==> src/rtl/scmp_regs_pkg.sv <==
`default_nettype none
// ============================================================================
//  Module  : scmp_regs_pkg
//  Brief   : SR bit positions and DAD sequencer state encoding for scmp_acc_sr.
//  Revision: 1.0
// ============================================================================
package scmp_regs_pkg;

    localparam int SR_CY = 7;
    localparam int SR_OV = 6;
    localparam int SR_SB = 5;
    localparam int SR_SA = 4;
    localparam int SR_IE = 3;

    typedef enum logic [1:0] {
        DAD_IDLE = 2'd0,
        DAD_LO   = 2'd1,
        DAD_HI   = 2'd2
    } dad_state_t;

endpackage
`default_nettype wire

==> src/rtl/scmp_bcd_digit.sv <==
`default_nettype none
// ============================================================================
//  Module  : scmp_bcd_digit
//  Brief   : One BCD digit add with the >9 (+6) correction; non-BCD inputs wrap in 4 bits.
//  Revision: 1.0
// ============================================================================
module scmp_bcd_digit (
    input  logic [3:0] a_i,
    input  logic [3:0] b_i,
    input  logic       c_i,
    output logic [3:0] d_o,
    output logic       c_o
);

    logic [4:0] w_sum;

    always_comb begin
        w_sum = {1'b0, a_i} + {1'b0, b_i} + {4'b0000, c_i};
        if (w_sum > 5'd9) begin
            d_o = w_sum[3:0] + 4'd6;
            c_o = 1'b1;
        end else begin
            d_o = w_sum[3:0];
            c_o = 1'b0;
        end
    end

endmodule
`default_nettype wire

==> src/rtl/scmp_acc_sr.sv <==
`default_nettype none
// ============================================================================
//  Module  : scmp_acc_sr
//  Brief   : SC/MP AC/E/SR register stage with two-step decimal add, serial E I/O and sense sync.
//  Revision: 1.0
// ============================================================================
module scmp_acc_sr
    import scmp_regs_pkg::*;
#(
    parameter int SYNC_STAGES = 2
) (
    input  logic       clk,
    input  logic       rst_n,
    input  logic [7:0] alu_res,
    input  logic       alu_cy,
    input  logic       alu_ov,
    input  logic [7:0] bus_i,
    input  logic       ld_ac,
    input  logic       ld_flags,
    input  logic       ld_e,
    input  logic       ld_sr,
    input  logic       sio,
    input  logic       sin,
    output logic       sout,
    input  logic       dad_start,
    input  logic [7:0] dad_op,
    output logic       dad_busy,
    output logic       dad_done,
    input  logic       sa_i,
    input  logic       sb_i,
    output logic [7:0] ac_o,
    output logic [7:0] e_o,
    output logic [7:0] sr_o,
    output logic       cy_o,
    output logic       ov_o,
    output logic       ie_o,
    output logic [2:0] flags_o
);

    dad_state_t state_q, state_d;

    logic [7:0] ac_q, ac_d;
    logic [7:0] e_q, e_d;
    logic       cy_q, cy_d;
    logic       ov_q, ov_d;
    logic       ie_q, ie_d;
    logic [2:0] f_q, f_d;
    logic [7:0] op_q;
    logic [3:0] lo_q;
    logic       dc_q;
    logic       done_q;

    logic [SYNC_STAGES-1:0] sa_sync_q, sb_sync_q;

    logic       w_busy;
    logic [3:0] w_a, w_b, w_d;
    logic       w_cin, w_cout;
    logic       w_unused;

    assign w_unused = &{1'b0, bus_i[SR_SB], bus_i[SR_SA]};

    // ---------------- DAD sequencer: state register ----------------
    always_ff @(posedge clk) begin
        if (!rst_n) begin
            state_q <= DAD_IDLE;
        end else begin
            state_q <= state_d;
        end
    end

    // ---------------- DAD sequencer: next state ----------------
    always_comb begin
        state_d = state_q;
        case (state_q)
            DAD_IDLE: if (dad_start) state_d = DAD_LO;
            DAD_LO:   state_d = DAD_HI;
            DAD_HI:   state_d = DAD_IDLE;
            default:  state_d = DAD_IDLE;
        endcase
    end

    // ---------------- DAD sequencer: outputs ----------------
    always_comb begin
        w_busy   = (state_q != DAD_IDLE);
        dad_busy = w_busy;
        dad_done = done_q;
    end

    // Single digit adder shared by both steps: low digit uses CY, high digit the low carry
    always_comb begin
        w_a   = ac_q[3:0];
        w_b   = op_q[3:0];
        w_cin = cy_q;
        if (state_q == DAD_HI) begin
            w_a   = ac_q[7:4];
            w_b   = op_q[7:4];
            w_cin = dc_q;
        end
    end

    scmp_bcd_digit u_digit (
        .a_i (w_a),
        .b_i (w_b),
        .c_i (w_cin),
        .d_o (w_d),
        .c_o (w_cout)
    );

    always_comb begin
        ac_d = ac_q;
        cy_d = cy_q;
        ov_d = ov_q;
        ie_d = ie_q;
        f_d  = f_q;
        e_d  = e_q;
        // AC and CY stay frozen while a DAD owns them
        if (state_q == DAD_HI) begin
            ac_d = {w_d, lo_q};
            cy_d = w_cout;
        end else if (!w_busy) begin
            if (ld_ac) ac_d = alu_res;
            if (ld_sr)         cy_d = bus_i[SR_CY];
            else if (ld_flags) cy_d = alu_cy;
        end
        if (ld_sr)         ov_d = bus_i[SR_OV];
        else if (ld_flags) ov_d = alu_ov;
        if (ld_sr) begin
            ie_d = bus_i[SR_IE];
            f_d  = bus_i[2:0];
        end
        if (ld_e)     e_d = bus_i;
        else if (sio) e_d = {sin, e_q[7:1]};
    end

    always_ff @(posedge clk) begin
        if (!rst_n) begin
            ac_q      <= 8'h00;
            e_q       <= 8'h00;
            cy_q      <= 1'b0;
            ov_q      <= 1'b0;
            ie_q      <= 1'b0;
            f_q       <= 3'b000;
            op_q      <= 8'h00;
            lo_q      <= 4'h0;
            dc_q      <= 1'b0;
            done_q    <= 1'b0;
            sa_sync_q <= '0;
            sb_sync_q <= '0;
        end else begin
            ac_q      <= ac_d;
            e_q       <= e_d;
            cy_q      <= cy_d;
            ov_q      <= ov_d;
            ie_q      <= ie_d;
            f_q       <= f_d;
            if (state_q == DAD_IDLE && dad_start) op_q <= dad_op;
            if (state_q == DAD_LO) begin
                lo_q <= w_d;
                dc_q <= w_cout;
            end
            done_q    <= (state_q == DAD_HI);
            sa_sync_q <= {sa_sync_q[SYNC_STAGES-2:0], sa_i};
            sb_sync_q <= {sb_sync_q[SYNC_STAGES-2:0], sb_i};
        end
    end

    always_comb begin
        sr_o        = 8'h00;
        sr_o[SR_CY] = cy_q;
        sr_o[SR_OV] = ov_q;
        sr_o[SR_SB] = sb_sync_q[SYNC_STAGES-1];
        sr_o[SR_SA] = sa_sync_q[SYNC_STAGES-1];
        sr_o[SR_IE] = ie_q;
        sr_o[2:0]   = f_q;
    end

    assign ac_o    = ac_q;
    assign e_o     = e_q;
    assign sout    = e_q[0];
    assign cy_o    = cy_q;
    assign ov_o    = ov_q;
    assign ie_o    = ie_q;
    assign flags_o = f_q;

endmodule
`default_nettype wire
==> config.mk <==
export PLATFORM = sky130hd
export DESIGN_NAME = scmp_acc_sr
export DESIGN_NICKNAME = d
export VERILOG_FILES = /design/src/rtl/scmp_regs_pkg.sv /design/src/rtl/scmp_bcd_digit.sv /design/src/rtl/scmp_acc_sr.sv
export SDC_FILE = /design/constraint.sdc
export NUM_CORES = 1
export LEC_CHECK = 0
export ABC_AREA = 1
export BUFFER_PORTS_ARGS = -buffer_cell sky130_fd_sc_hd__buf_2
export CORE_MARGIN = 8
export CORE_UTILIZATION = 40
export DETAILED_ROUTE_END_ITERATION = 8
export GPL_TIMING_DRIVEN = 0
export PLACE_DENSITY = 0.76
export REMOVE_ABC_BUFFERS = 1
export SLEW_MARGIN = 20
export SYNTH_ARGS = -nofsm -noshare
export SYNTH_HDL_FRONTEND = slang
export SYNTH_SLANG_ARGS = --single-unit
==> constraint.sdc <==
create_clock -name clk -period 3.8 [get_ports clk]
set_input_delay 0.57 -clock clk [delete_from_list [all_inputs] [get_ports clk]]
set_output_delay 0.57 -clock clk [all_outputs]
set_load 0.03 [all_outputs]
==> impl_metrics.ini <==
[die]
dieHeight_um = 87.3
die_area_mm2 = 0.00762
die_w_um = 87.3
rows = 26
core_area_mm2 = 0.00501
ios = 70
start_util = 0.406

[sta]
max_freq_mhz = 308
setup_viol = 0
finalCritPeriodShare = 0.855
grt_setup_unrepaired = false
skew_ns = 0.00825
max-slew-margin-rel = 0.502
slew_violations = 0
layout_min_cycle_time_ns = 3.25
finalSetupTns_ns = 0
hold_viol_final = 0
worst_pin_slew_ns = 0.742
layout_setup_ws_ns = 0.550

[critical_path]
crit_chain = inv_1, nor2_4, mux2i_1, fa_1, inv_1, fa_1, inv_1, nand2_1, and2_1, ha_1, inv_1, nand2_1, inv_1, nand2_2, nand2_2, nand2_1, nand3_1, nand2_1, a21oi_1
critPathRequiredTime_ns = 4.03
crit_buf_inv = 5
critPathSlowestCell = dfxtp_1
max_stage_delay_ns = 0.43
start_kind = flip-flop
worst_setup_path_end_kind = flip-flop
crit_fanout = 21
cp_top_family = simple AND/OR/NAND/NOR gates
worst-setup-path-type = reg -> reg
cp_common_cell = inv_1
worstPathArrival_ns = 3.48

[logic_synthesis]
synth_compound_area_frac = 0.172
ys_seq_area_frac = 0.414
synthSimpleGateAreaFrac = 0.242
synth_mux_area_frac = 0.00985
synth-seq-cells = 42
synth.distinct_cells = 26
synth_top_family_by_area = simple AND/OR/NAND/NOR gates
synthCells = 280
synth_xor_area_frac = 0
synth_area_mm2 = 0.00203
yosysWarnings = 0
synth_adder_area_share = 0.0443
synth.avg_cell_area_um2 = 7.26

[clock_tree]
cts_buffers = 5
hold_buffers = 0
path_clk_slew_ns = 0.08
clk_path_buf_depth = 2
cts_tree = yes
clockRootBuffer = clkbuf_8
htreeDepth = 2
post_cts_buffers = 0
cts_sinks = 42
clkLatencyLatePin_ns = 0.30

[drt]
wl_per_cell_um = 12.7
drt_iter0_drc = 76
via_per_inst = 4.78
routed_wl_mm = 5.19
postRouteAntennaNets = 0
firstDrtPassIters = 4
dr_total_vias = 1958
drc = 0

[global_routing]
grt_pass1_wl_mm = 8.78
grt_usage = 0.145
grt_max_degree = 30
grt_pass1_vias = 2007
grt_remaining_overflow = 0
antenna_found_initial = 0

[final_layout]
areaGrowthSynthToFinish_pct = 23.1
fillerInstances = 540
fin_nets = 382
num_antenna_cells = 0
drive_gt1_frac = 0.253

[placement]
routabilityCongestion = 0.885
port_buffers = 69
dp_hpwl_mm = 3.98
pre_cts_slack_ns = 0.310

[power_and_ir_drop]
p_total_mw = 1.18
ir_drop_mv = 0.296
p_leak_nw = 1.26
power_density_mw_per_mm2 = 472

[hold_path]
hp-class = reg -> reg

[run]
max_cap_viol_count = 0

[outcome]
status = complete, no violations
==> flip-flops by register name, summed over array words and instances, names as in the netlist <==
signal	count
ac_o	8
cy_o	1
dad_done	1
dc_q	1
e_o	8
flags_o	3
ie_o	1
lo_q	4
op_q	8
ov_o	1
sa_sync_q	2
sb_sync_q	2
state_q	2
==> tightest hold or removal path, cell delays in order, from the launching register on <==
cell and delay (ns):
dfxtp_1 0.31, nand2_1 0.05, inv_1 0.03
==> area by class of cell <==
cell class	instances	area, um^2	share of cell area
Multi-Input combinational cell	185	956	0.382
Sequential cell	42	841	0.336
Timing Repair Buffer	69	345	0.138
Inverter	36	135	0.0540
Tap cell	70	87.6	0.0350
Clock buffer	5	68.8	0.0275
Clock inverter	3	68.8	0.0275
==> cells in the final DEF (no fill, tap or decap) <==
cell and count:
o221ai_1 4, nand2_2 2, nor2_1 35, a211oi_1 3, inv_1 34, nand2_1 54
a32o_1 1, bufinv_16 2, nor2_2 2, o211ai_2 1, ha_1 4, fa_1 2
dfxtp_1 42, nor2_4 1, a21oi_2 1, clkinv_4 1, buf_2 69, and2_1 1
mux2i_1 2, nor3_1 3, inv_2 2, a21oi_1 11, a22oi_1 2, o211ai_1 2
a31oi_1 8, clkbuf_8 5, o21ai_0 24, o21ai_1 1, nand3_1 21
==> layer usage <==
| layer | GRT usage | up-vias | wire length (um) |
|---|---|---|---|
| met5 | 0 | - | 0 |
| met4 | 0.0609 | 0 | 75 |
| met3 | 0.0396 | 5 | 391 |
| met2 | 0.240 | 59 | 2330 |
| met1 | 0.172 | 869 | 2390 |
| li1 | - | 1025 | - |
==> synthesized netlist by cell type <==
master	instances	area, um^2
nand2_1	54	203
dfxtp_1	42	841
nor2_1	35	131
inv_1	34	128
o21ai_0	25	125
nand3_1	21	105
a21oi_1	11	55.1
buf_4	10	75.1
a31oi_1	8	50.1
buf_2	4	20.0
ha_1	4	50.1
o221ai_1	4	35.0
a211oi_1	3	22.5
clkbuf_1	3	11.3
nor2_2	3	18.8
nor3_1	3	15.0
a22oi_1	2	15.0
fa_1	2	40.0
inv_2	2	7.51
mux2i_1	2	20.0
nand2_2	2	12.5
o211ai_1	2	15.0
a21oi_2	1	8.76
a32o_1	1	10.0
and2_1	1	6.26
o211ai_2	1	12.5
==> kinds of logic (layout without fill, tap and decap cells) <==
| kind of cell | after synthesis | count (layout) |
|---|---|---|
| AND/OR/NAND/NOR | 119 | 119 |
| AO/OA/AOI/OAI | 58 | 58 |
| buffers and inverters | 53 | 113 |
| flip-flops | 42 | 42 |
| adder cells (fa/ha/maj) | 6 | 6 |
| multiplexers | 2 | 2 |
==> worst paths after layout <==
kind / from / endpoint / slack, ns / cells after the start
setup reg to reg: state_q[1]$_SDFFE_PN0P_ / ac_o[7]$_SDFFE_PN0P_ / 0.55 / 19
hold / removal: sb_sync_q[0]$_SDFF_PN0_ / sb_sync_q[1]$_SDFF_PN0_ / 0.43 / 2
setup / recovery: state_q[1]$_SDFFE_PN0P_ / ac_o[7]$_SDFFE_PN0P_ / 0.55 / 19
hold reg to reg: sb_sync_q[0]$_SDFF_PN0_ / sb_sync_q[1]$_SDFF_PN0_ / 0.43 / 2
==> per-stage QoR <==
stage	cell area, um^2	hold WS (ns)	instances	util
final	2500	0.426	410	0.500
after CTS	2500	0.429	410	0.499
after detailed placement	2360	0.409	402	0.471
after global placement	2360	0.394	402	0.471
after global routing	2500	0.451	410	0.500
after floorplan	1930	0.390	263	-
==> timing repair <==
action / in CTS / in global routing
resized for setup: 0 / 1
endpoints found under the hold margin: 0 / 0
setup endpoints to repair: 0 / 4
==> report_power, final <==
group | switching [mW] | internal, mW
combinational | 0.174 | 0.0884
sequential | 0.0196 | 0.472
clock | 0.163 | 0.263
Note: power is estimated with default switching activity, not from simulation.
